<file path="src/rtl/mem_port_arbiter.sv">
`timescale 1ns/1ps
// Arbitrates one synchronous memory port between instruction fetch and load/store.
// Each access runs grant (IDLE) -> ACCESS -> RESP; load/store wins unless fetch is starved.
module mem_port_arbiter #(
   parameter int ADDR_W       = 16,
   parameter int DATA_W       = 32,
   parameter int STARVE_LIMIT = 4
) (
   input  logic              clk,
   input  logic              rst_n,
   input  logic              i_if_req,
   input  logic [ADDR_W-1:0] i_if_addr,
   output logic              o_if_gnt,
   output logic              o_if_rvalid,
   output logic [DATA_W-1:0] o_if_rdata,
   output logic              o_if_err,
   input  logic              i_ls_req,
   input  logic              i_ls_we,
   input  logic [ADDR_W-1:0] i_ls_addr,
   input  logic [DATA_W-1:0] i_ls_wdata,
   input  logic [1:0]        i_ls_size,
   input  logic              i_ls_signed,
   output logic              o_ls_gnt,
   output logic              o_ls_rvalid,
   output logic [DATA_W-1:0] o_ls_rdata,
   output logic              o_ls_err,
   output logic              o_mem_we,
   output logic [ADDR_W-1:0] o_mem_addr,
   output logic [DATA_W-1:0] o_mem_wdata,
   output logic [1:0]        o_mem_size,
   output logic              o_mem_signed,
   input  logic [DATA_W-1:0] i_mem_rdata
);

   typedef enum logic [2:0] {
      S_IDLE,
      S_ACCESS_IF,
      S_ACCESS_LS,
      S_RESP_IF,
      S_RESP_LS
   } state_t;

   localparam int               CNT_W   = $clog2(STARVE_LIMIT + 1);
   localparam logic [CNT_W-1:0] CNT_MAX = CNT_W'(STARVE_LIMIT);

   state_t              r_state;
   state_t              w_next_state;
   logic [CNT_W-1:0]    r_starve_cnt;
   logic [ADDR_W-1:0]   r_addr;
   logic [DATA_W-1:0]   r_wdata;
   logic [1:0]          r_size;
   logic                r_we;
   logic                r_signed;
   logic                r_err;

   logic w_if_gnt;
   logic w_ls_gnt;
   logic w_if_priority;
   logic w_ls_misaligned;
   logic w_if_misaligned;
   logic w_if_rvalid;
   logic w_ls_rvalid;

   assign w_ls_misaligned = (i_ls_size == 2'b11)
                          | ((i_ls_size == 2'b01) & i_ls_addr[0])
                          | ((i_ls_size == 2'b10) & (i_ls_addr[1:0] != 2'b00));
   assign w_if_misaligned = (i_if_addr[1:0] != 2'b00);
   assign w_if_priority   = (r_starve_cnt == CNT_MAX);

   // NOTE: every signal written here gets a default first, so no latch can be inferred.
   always_comb begin
      w_next_state = r_state;
      w_if_gnt     = 1'b0;
      w_ls_gnt     = 1'b0;
      case (r_state)
         S_IDLE: begin
            // Grants are held off while reset is asserted.
            if (rst_n) begin
               if (i_ls_req && (!i_if_req || !w_if_priority)) begin
                  w_ls_gnt     = 1'b1;
                  w_next_state = S_ACCESS_LS;
               end else if (i_if_req) begin
                  w_if_gnt     = 1'b1;
                  w_next_state = S_ACCESS_IF;
               end
            end
         end
         S_ACCESS_IF: w_next_state = S_RESP_IF;
         S_ACCESS_LS: w_next_state = S_RESP_LS;
         S_RESP_IF:   w_next_state = S_IDLE;
         S_RESP_LS:   w_next_state = S_IDLE;
         default:     w_next_state = S_IDLE;
      endcase
   end

   // NOTE: sequential state uses non-blocking assignments so every flop samples pre-edge values.
   always_ff @(posedge clk or negedge rst_n) begin
      if (!rst_n) r_state <= S_IDLE;
      else        r_state <= w_next_state;
   end

   always_ff @(posedge clk or negedge rst_n) begin
      if (!rst_n) begin
         r_addr   <= '0;
         r_wdata  <= '0;
         r_size   <= 2'b00;
         r_we     <= 1'b0;
         r_signed <= 1'b0;
         r_err    <= 1'b0;
      end else if (w_ls_gnt) begin
         r_addr   <= i_ls_addr;
         r_wdata  <= i_ls_wdata;
         r_size   <= i_ls_size;
         r_we     <= i_ls_we;
         r_signed <= i_ls_signed;
         r_err    <= w_ls_misaligned;
      end else if (w_if_gnt) begin
         r_addr   <= i_if_addr;
         r_wdata  <= '0;
         r_size   <= 2'b10;
         r_we     <= 1'b0;
         r_signed <= 1'b0;
         r_err    <= w_if_misaligned;
      end
   end

   // Counts LS wins that kept a waiting fetch out; saturates so fetch wins the next contention.
   always_ff @(posedge clk or negedge rst_n) begin
      if (!rst_n) begin
         r_starve_cnt <= '0;
      end else if (w_if_gnt) begin
         r_starve_cnt <= '0;
      end else if (w_ls_gnt && i_if_req && (r_starve_cnt != CNT_MAX)) begin
         r_starve_cnt <= r_starve_cnt + CNT_W'(1);
      end
   end

   assign w_if_rvalid = (r_state == S_RESP_IF);
   assign w_ls_rvalid = (r_state == S_RESP_LS);

   assign o_if_gnt     = w_if_gnt;
   assign o_ls_gnt     = w_ls_gnt;
   assign o_if_rvalid  = w_if_rvalid;
   assign o_ls_rvalid  = w_ls_rvalid;
   assign o_if_err     = w_if_rvalid & r_err;
   assign o_ls_err     = w_ls_rvalid & r_err;
   assign o_if_rdata   = (w_if_rvalid && !r_err) ? i_mem_rdata : '0;
   assign o_ls_rdata   = (w_ls_rvalid && !r_err && !r_we) ? i_mem_rdata : '0;

   // Write enable is decoded from state so an asynchronous reset removes it immediately.
   assign o_mem_we     = (r_state == S_ACCESS_LS) & r_we & ~r_err;
   assign o_mem_addr   = r_addr;
   assign o_mem_wdata  = r_wdata;
   assign o_mem_size   = r_size;
   assign o_mem_signed = r_signed;

endmodule
</file>
<file path="config.mk">
export PLATFORM = sky130hd
export DESIGN_NAME = mem_port_arbiter
export DESIGN_NICKNAME = d
export VERILOG_FILES = /design/src/rtl/mem_port_arbiter.sv
export SDC_FILE = /design/constraint.sdc
export NUM_CORES = 1
export LEC_CHECK = 0
export CAP_MARGIN = 10
export CELL_PAD_IN_SITES_DETAIL_PLACEMENT = 2
export CELL_PAD_IN_SITES_GLOBAL_PLACEMENT = 2
export CORE_MARGIN = 5
export CORE_UTILIZATION = 19
export DETAILED_ROUTE_END_ITERATION = 8
export GPL_ROUTABILITY_DRIVEN = 1
export PLACE_DENSITY = 0.82
export REMOVE_ABC_BUFFERS = 1
export SYNTH_ARGS = -nofsm -noshare
export SYNTH_HDL_FRONTEND = slang
export SYNTH_SLANG_ARGS = --single-unit
</file>
<file path="constraint.sdc">
create_clock -name clk -period 3.99 [get_ports clk]
set_input_delay 1.197 -clock clk [delete_from_list [all_inputs] [get_ports clk]]
set_output_delay 1.197 -clock clk [all_outputs]
set_load 0.05 [all_outputs]
</file>
Word-level counts from Yosys, hierarchy flattened
Index checks and enable logic that the tools add are counted.
{"block": "word_totals", "reg_bits": 59, "latchBits": 0, "mem_bits_rw": 0, "rom_bits": 0, "out_inout_bits": 122, "word_cells": 72, "mem_count": 0}
{"block": "classes", "addsub": 1, "n_mul": 0, "div": 0, "order_cmp": 0, "n_eq_ne": 11, "shifts": 0, "muxes": 26, "bitwise": 9, "reduce_logical": 17}
{"cell": "32-bit 2-to-1 mux", "count": 4}
{"cell": "16-bit 2-to-1 mux", "count": 2}
{"cell": "3-bit 2-to-1 mux", "count": 5}
{"cell": "1-bit 2-to-1 mux", "count": 12}
{"cell": "3-bit one-hot mux with 3 select lines", "count": 1}
{"cell": "2-bit nonzero test", "count": 4}
{"cell": "1-bit bitwise AND", "count": 6}
{"cell": "3-bit by 2-bit == test with 1-bit output, second input constant", "count": 2}
{"cell": "3-bit == test, second input constant", "count": 2}
{"cell": "1-bit logical AND", "count": 6}
{"cell": "3-bit != test, second input constant", "count": 2}
{"cell": "2-bit == test, second input constant", "count": 2}
{"cell": "1-bit zero test", "count": 4}
{"cell": "2-bit 2-to-1 mux", "count": 2}
{"cell": "3-bit by 1-bit adder with 3-bit output, second input constant", "count": 1}
{"cell": "3-bit by 1-bit == test with 1-bit output, second input constant", "count": 1}
{"cell": "3-bit zero test", "count": 1}
{"cell": "2-bit by 1-bit == test with 1-bit output, second input constant", "count": 1}
{"cell": "2-bit != test, second input constant", "count": 1}
{"cell": "1-bit OR", "count": 2}
{"cell": "2-bit AND reduction", "count": 1}
{"cell": "1-bit logical OR", "count": 1}
{"cell": "1-bit inverter", "count": 1}

Depth between registers and ports, before layout
Gate-level depths: netlist (run 1).
{"block": "depth", "word_depth": 11, "mapped_depth": 8, "depth_no_buf": 6}

Least setup slack after synthesis (run 1)
No wires, ideal clock.
{"block": "synth_timing", "path_type": "in2out", "from": "input rst_n", "to": "output o_if_gnt", "t_arrival_ns": 2.475, "setup_slack_ns": 0.318, "path_stages": 5, "n_path_buf": 2, "path_cell_list": "nor4b_2 -> buf_4 -> o21ai_2 -> buf_2 -> nor2_1"}
{"block": "synth_between", "elab_chain_len": 2}
{"item": "from (decl)", "line_no": "10", "text": "input logic rst_n,"}
{"item": "1-bit 2-to-1 mux", "line_no": "78", "text": "if (rst_n) begin"}
{"item": "1-bit 2-to-1 mux", "line_no": "75", "text": "case (r_state)"}
{"item": "to (decl)", "line_no": "13", "text": "output logic o_if_gnt,"}
No other way between the ends.

Worst setup path after layout (run 1)
{"block": "layout_timing", "from": "input i_if_req", "to": "output o_if_gnt"}
{"block": "layout_between", "elab_chain_len": 6, "word_cells_on_any_way": 7}
{"item": "from (decl)", "line_no": "11", "text": "input logic i_if_req,"}
{"item": "1-bit zero test", "line_no": "79", "text": "if (i_ls_req && (!i_if_req || !w_if_priority)) begin"}
{"item": "1-bit logical OR", "line_no": "79"}
{"item": "1-bit logical AND", "line_no": "79"}
{"item": "1-bit 2-to-1 mux *", "line_no": "79"}
{"item": "1-bit 2-to-1 mux *", "line_no": "78"}
{"item": "1-bit 2-to-1 mux *", "line_no": "75"}
Every way passes the cells marked *; elsewhere a longest branch is shown, timed or not.

==> results of run 1 <==
==> stage by stage <==
step                      setup TNS [ns]  utilization [%]  instance area, um2  setup slack, ns
after floorplan                    -1.35                -                2790           -0.776
after global placement                 0             36.9                5580            0.271
after detailed placement               0             36.9                5580            0.160
after CTS                              0             38.9                5900            0.152
after global routing                   0             38.9                5900           0.0330
final                                  0             38.9                5900            0.163
==> worst register-to-register path: stages, from the launching register on <==
cell and delay (ns):
dfrtp_1 0.46, nor4b_4 0.52, and3_1 0.32, buf_4 0.43, a22o_1 0.25
==> layout by cell type, fill, tap and decap left out <==
cell type and instances:
a31oi_1 14, o22ai_1 1, clkbuf_16 9, o21a_4 1
a32oi_1 2, a21boi_1 1, nand3_1 16, and3b_1 1
clkbuf_8 3, a21oi_1 2, buf_4 38, and2_1 67
o21ai_2 1, clkinv_2 2, a22o_1 36, dfrtp_1 59
inv_1 3, clkdlybuf4s50_1 158, o21ai_0 5, nor3b_2 3
clkinvlp_4 1, bufinv_16 1, nor3b_1 2, o21a_1 1
inv_2 1, buf_2 1, nor2_1 17, nand2_1 24
and3_1 1, nor4b_4 1, buf_12 34, a21boi_0 1
ha_1 2, and2b_1 1, nand4_1 2, a211oi_1 1
==> metal layers <==
metal,global-route usage [%],wire (um),up-vias
met4,3.62,162,0
met1,17.7,5480,1589
li1,-,-,1442
met3,5.40,1280,14
met5,0,0,-
met2,28.9,7380,162
==> sequential cells by signal (all words and copies together), names as in the netlist <==
name          flops
o_mem_addr       16
r_err             1
o_mem_wdata      32
r_state           3
o_mem_size        2
r_we              1
o_mem_signed      1
r_starve_cnt      3
==> power groups by stage <==
| stage | Sequential [mW] | Clock (mW) | Combinational [mW] |
|---|---|---|---|
| after global routing | 1.14 | 0.860 | 2.75 |
| after detailed placement | 1.10 | 0 | 2.65 |
| after CTS | 1.10 | 0.839 | 2.67 |
| after floorplan | 1.95 | 0 | 0.675 |
| final | 1.09 | 0.816 | 2.63 |
| after global placement | 1.08 | 0 | 2.60 |
==> layout make-up <==
class | instances | area [um2] | share of cell area, %
Timing Repair Buffer | 231 | 2550 | 43.3
Sequential cell | 59 | 1480 | 25.0
Tap cell | 188 | 235 | 3.99
Multi-Input combinational cell | 203 | 1310 | 22.1
Clock inverter | 4 | 47.5 | 0.806
Clock buffer | 12 | 267 | 4.52
Inverter | 4 | 15.0 | 0.255
==> worst paths after layout <==
check | start | end | slack (ns) | depth (start not counted)
worst min register to register | o_mem_addr[0] | o_mem_addr[0] | 0.48 | 2
worst max register to register | r_state[2] | o_mem_wdata[28] | 1.94 | 4
worst min-delay path | o_mem_addr[0] | o_mem_addr[0] | 0.48 | 2
min in group asynchronous | rst_n | o_mem_addr[4] | 1.07 | 2
worst max-delay path | i_if_req | o_if_gnt | 0.16 | 5
max in group asynchronous | rst_n | o_mem_wdata[9] | 2.38 | 2
==> kinds of logic (layout without fill, tap and decap cells) <==
family / after synthesis / after routing / synth area share [%]
compound gates: 66 / 66 / 17.6
fa+ha+maj: 2 / 2 / 0.855
buf+inv: 27 / 251 / 5.22
flops: 59 / 59 / 50.5
simple gates: 135 / 135 / 25.8
==> PnR_summary.wiki, run 1 <==
{| class="wikitable"
! Metric !! Value
|-
| Status || completed
|-
| Worst Path Arrival || 2.63 ns
|-
| Core Footprint || 15,100 um2
|-
| Full die area || 18,000 um2
|-
| Commonest cells post-synth || 67 x and2_1, 59 x dfrtp_1, 36 x a22o_1
|-
| Leakage component of the power || 2.55 nW
|-
| # clock sinks || 59
|-
| Most numerous cell in the Yosys netlist || and2_1
|-
| Setup Viol. Count Final || 0
|-
| Pin count of the biggest net entering global routing || 61
|-
| Layout net count || 614
|-
| Worst-Skew Late Latency || 0.32 ns
|-
| Sequential-to-total area share from yosys stat || 50.5%
|-
| Flop and latch count out of synthesis || 59
|-
| Total via count after detailed routing || 3,207
|-
| Violation count after the first detailed-routing iteration || 69
|-
| Overall overflow remaining after global route || 0
|-
| Avg WL per Cell || 20.4 um
|-
| Number of different library cells in the post-synthesis netlist || 31
|-
| Ports placed on the boundary || 226
|-
| Max-slew violations || 0
|-
| Share of power burned in the clock network || 18.0%
|-
| Number of input and output port buffers inserted || 225
|-
| Maximum root-to-sink buffer count || 2
|-
| Final min period || 3.83 ns
|-
| Overall power of the completed layout || 4.54 mW
|-
| TritonCTS clock tree || built
|-
| Number of antenna violations at the first check in global routing || 0
|-
| Power Dens Cells || 770 nW/um2
|-
| Period utilisation layout || 95.9%
|-
| Combinational fraction of design power || 57.9%
|-
| Top post-synthesis cells by area || dfrtp_1 50%, and2_1 14%, a22o_1 11%, nand2_1 3.1%, a31oi_1 3.0%
|-
| Synthesized area || 2930 um2
|-
| Share of total power consumed by net switching || 47.9%
|-
| Layout Cells excl Fill || 701
|-
| Wire length of the first global-routing pass || 22,200 um
|-
| # Max-Cap Violations || 0
|-
| RePlAce Congestion || 0.808
|-
| Cell with the largest stage delay on the worst path || clkdlybuf4s50_1
|-
| Critical-path cell list || clkdlybuf4s50_1 > nand3_1 > and2_1 > nor2_1 > buf_12
|-
| Most used DFF post-synth || dfrtp_1
|-
| Setup Skew || 0.00595 ns
|-
| Filler cell count || 1,619
|-
| Sequential share of power || 24.1%
|-
| Total placed cells including tap cells || 685
|-
| Post-CTS Setup Bufs || 0
|-
| Worst hold margin || 0.480 ns
|-
| Dpl hpwl || 11,200 um
|-
| Required time of the worst setup path || 2.79 ns
|-
| Area share of the largest cell type after synthesis || 50.5%
|-
| Share of layout cells above drive strength 1 || 18.7%
|-
| Cell-internal power || 2.37 mW
|-
| All-Layer GR Usage || 15.8%
|-
| Unrepaired setup endpoints after global routing || no
|-
| First drt pass iteration count || 4
|-
| Cell taking the most area after synthesis || dfrtp_1
|-
| Peak per-stage delay on the critical path || 0.64 ns
|-
| FP Rows || 45
|-
| CTS HTree Levels || 3
|-
| Floorplan die width || 134 um
|-
| Tightest Pin Transition || 0.815 ns
|-
| Hold bufs inserted after CTS || 0
|-
| Effective utilization at floorplan || 19.3%
|-
| Category of the worst setup path capture point || output pin
|-
| Synthesized instance count || 289
|-
| Category of cells accounting for the largest share of critical-path delay || buffers and inverters
|-
| Post_cts resized || 0
|-
| Average instance area after synthesis || 10.1 um2
|-
| Kind of start point of the critical path || input port
|-
| Number of nets with antenna violations after detailed routing || 0
|-
| Area growth from synthesis to final layout || 102%
|-
| Height of the chip || 134 um
|-
| Number of DRC violations after detailed routing || 0
|-
| Critical setup path kind || in -> out
|-
| Clock slew at the register clock pins of the worst setup and hold paths || 0.05 ns
|-
| Number of buffers and inverters on the critical path || 2
|-
| Worst min-delay path category || reg -> reg
|-
| Final wirelength || 14,300 um
|-
| Number of enable flip-flop cells after synthesis || 0
|-
| Inserted Clock Buffers || 9
|-
| Maximum fanout along the worst path || 7
|-
| Via/cell ratio || 4.57
|-
| Number of synthesis warnings || 0
|-
| Endpoints failing hold || 0
|-
| Root buf cell || clkbuf_16
|-
| Worst IR drop on VDD || 0.382 mV
|-
| Number of global-route vias before repair || 3,725
|-
| Fraction of registers with async set or reset after synthesis || 100%
|-
| N_diodes || 0
|-
| Sw Pwr || 2.17 mW
|-
| Relative slew slack || 45.7%
|-
| Highest clock rate || 0.261 GHz
|}
(Power assumes the default switching activity.)
==> inputs of run 2 (changes only) <==
- CORE_UTILIZATION: 19 -> 18
- PLACE_DENSITY: 0.82 -> 0.78
- clock period: 3.99 -> 4.3 ns (I/O delays scaled with it)
==> run 2 against run 1 <==
Clock power down 11%. Power down 9.9%. Cell count up 3.9%. Highest routed layer unchanged.
==> PnR_summary.wiki, run 2 (same netlist as run 1, synthesis figures left out) <==
{| class="wikitable"
! Metric !! Value
|-
| Number of buffers and inverters on the critical path || 2 (unchanged)
|-
| Clock slew at the register clock pins of the worst setup and hold paths || 0.05 ns (about the same)
|-
| Tightest Pin Transition || 0.810 ns (-0.00453 ns)
|-
| Dpl hpwl || 10,800 um (-3.7%)
|-
| Number of antenna violations at the first check in global routing || 0 (unchanged)
|-
| Overall power of the completed layout || 4.09 mW (-9.9%)
|-
| Inserted Clock Buffers || 9 (unchanged)
|-
| RePlAce Congestion || 0.739 (-8.6%)
|-
| Worst-Skew Late Latency || 0.33 ns (about the same)
|-
| Maximum fanout along the worst path || 7 (unchanged)
|-
| Wire length of the first global-routing pass || 20,500 um (-7.7%)
|-
| Sink of the worst hold path || o_mem_addr[1]
|-
| Pin count of the biggest net entering global routing || 61 (unchanged)
|-
| Layout net count || 614 (unchanged)
|-
| Post_cts resized || 0 (unchanged)
|-
| Filler cell count || 1,747 (+7.9%)
|-
| Ports placed on the boundary || 226 (unchanged)
|-
| Endpoints failing hold || 0 (unchanged)
|-
| First drt pass iteration count || 6 (+2)
|-
| Unrepaired setup endpoints after global routing || no
|-
| Wire length on met1 || 5390 um (-1.7%)
|-
| Number of global-route vias before repair || 3,509 (-5.8%)
|-
| Critical setup path kind || in -> out
|-
| Routed wl met2 || 6860 um (-7.0%)
|-
| Peak per-stage delay on the critical path || 0.66 ns (+0.02 ns)
|-
| Via/cell ratio || 4.35 (-4.9%)
|-
| Area used by multi-input combinational logic || 1310 um2 (+0.58%)
|-
| Slack of the worst reg-to-reg path || 2.23 ns (+0.29 ns)
|-
| CTS HTree Levels || 3 (unchanged)
|-
| TritonCTS clock tree || built
|-
| # Max-Cap Violations || 0 (unchanged)
|-
| Startpoint of the tightest hold check path || o_mem_addr[1]
|-
| Avg WL per Cell || 19.0 um (-6.7%)
|-
| Critical-path cell list || clkdlybuf4s50_1 > nand3_1 > and2_1 > nor2_1 > buf_12
|-
| Required time of the worst setup path || 3.01 ns (+0.22 ns)
|-
| Reg2reg path depth || 4 (unchanged)
|-
| Relative slew slack || 46.0% (+0.30 points)
|-
| Worst min-delay path category || reg -> reg
|-
| Effective utilization at floorplan || 18.3% (-0.97 points)
|-
| Number of nets with antenna violations after detailed routing || 0 (unchanged)
|-
| Leakage component of the power || 2.45 nW (-3.7%)
|-
| Top library cells by usage in the layout, fill and taps aside || 158 x clkdlybuf4s50_1, 70 x buf_4, 67 x and2_1, 59 x dfrtp_1, 36 x a22o_1
|-
| R2r startpoint || r_state[2]
|-
| Launch point of the worst path || i_if_req
|-
| Floorplan die width || 137 um (+2.5%)
|-
| Violation count after the first detailed-routing iteration || 64 (-7.2%)
|-
| Max FFs per register || 32 (unchanged)
|-
| Final wirelength || 13,900 um (-3.1%)
|-
| # clock sinks || 59 (unchanged)
|-
| Full die area || 18,900 um2 (+5.1%)
|-
| Power Dens Cells || 740 nW/um2 (-3.8%)
|-
| Reg-to-Reg End || o_mem_wdata[16]
|-
| Setup Skew || 0.00529 ns (-0.000658 ns)
|-
| Post-CTS Setup Bufs || 0 (unchanged)
|-
| Share of layout cells above drive strength 1 || 18.2% (-0.55 points)
|-
| Top routing layer in use || met4
|-
| Most frequent standard cell in the layout excluding fill and tap cells || clkdlybuf4s50_1
|-
| Cell with the largest stage delay on the worst path || clkdlybuf4s50_1
|-
| Highest clock rate || 0.252 GHz
|-
| Layout Cells excl Fill || 728 (+3.9%)
|-
| All-Layer GR Usage || 14.1% (-1.7 points)
|-
| Category of the worst setup path capture point || output pin
|-
| N_diodes || 0 (unchanged)
|-
| Period utilisation layout || 92.4%
|-
| Flip-flop and latch area || 1480 um2 (unchanged)
|-
| Met3 routed wirelength || 1240 um (-3.3%)
|-
| Status || completed
|-
| Number of DRC violations after detailed routing || 0 (unchanged)
|-
| Total placed cells including tap cells || 713 (+4.1%)
|-
| Height of the chip || 137 um (+2.5%)
|-
| Root buf cell || clkbuf_16
|-
| Worst Path Arrival || 2.69 ns (+0.06 ns)
|-
| Max-slew violations || 0 (unchanged)
|-
| Category of cells accounting for the largest share of critical-path delay || buffers and inverters
|-
| Setup Viol. Count Final || 0 (unchanged)
|-
| Kind of start point of the critical path || input port
|-
| Core Footprint || 15,900 um2 (+5.3%)
|-
| FP Rows || 46 (+2.2%)
|-
| Overall overflow remaining after global route || 0 (unchanged)
|-
| Number of input and output port buffers inserted || 225 (unchanged)
|-
| Final min period || 3.98 ns
|-
| Hold path cells || 2 (unchanged)
|-
| Worst IR drop on VDD || 0.263 mV (-31%)
|-
| Maximum root-to-sink buffer count || 2 (unchanged)
|-
| Total via count after detailed routing || 3,168 (-1.2%)
|-
| Area growth from synthesis to final layout || 88.8%
|-
| Hold bufs inserted after CTS || 0 (unchanged)
|}
==> run 2: cell count changes in the layout (fill, tap and decap cells not counted) <==
cell | before | now
clkbuf_1 | 0 | 2
buf_12 | 34 | 2
clkbuf_8 | 3 | 2
o21ai_4 | 0 | 1
buf_4 | 38 | 70
clkinv_2 | 2 | 1
clkinvlp_4 | 1 | 0
o21ai_2 | 1 | 0
==> run 2: power breakdown <==
part | internal (mW) | total [mW] | leakage (nW) | switching (mW)
clock | 0.476 | 0.724 | 0.146 | 0.248
sequential | 0.823 | 1.00 | 0.735 | 0.180
combinational | 0.811 | 2.36 | 1.57 | 1.55
total | 2.11 | 4.09 | 2.45 | 1.98
==> run 2: final cells by class <==
cell class	instances	area share (%)
clock buffers	13	4.71
clock inverters	2	0.634
inverters	4	0.272
multi-input cells	203	23.8
flip-flops and latches	59	26.7
well taps	216	4.89
repair buffers	231	39.0
==> run 2: worst register-to-register path, cell delays in order (launching register included) <==
cell and delay [ns]:
dfrtp_1 0.46, nor4b_4 0.56, and3_1 0.32, buf_4 0.43, a22o_1 0.25
==> run 2: how the worst max path moves through the flow <==
stage	endpoint	slack (ns)	depth (start not counted)
2_1_floorplan	o_if_gnt	-0.65	3
3_3_place_gp	o_if_gnt	0.33	5
3_5_place_dp	o_if_gnt	0.34	5
4_1_cts	o_if_gnt	0.32	5
5_1_grt	o_if_gnt	0.22	5
6_report	o_if_gnt	0.32	5
==> run 2: stage by stage <==
step	hold WS [ns]	setup slack, ns	cell area, um2	util, %	TNS (ns)
3_3_place_gp	0.452	0.331	5230	32.8	0
4_1_cts	0.471	0.324	5520	34.6	0
3_5_place_dp	0.460	0.340	5230	32.8	0
5_1_grt	0.513	0.221	5520	34.6	0
2_1_floorplan	0.472	-0.652	2790	-	-1.10
6_report	0.467	0.325	5520	34.6	0
==> run 2: layer usage <==
| layer | vias up | global-route usage, % |
|---|---|---|
| met5 | - | 0 |
| met4 | 0 | 6.04 |
| met3 | 25 | 3.80 |
| met2 | 150 | 24.4 |
| met1 | 1553 | 16.4 |
| li1 | 1440 | - |
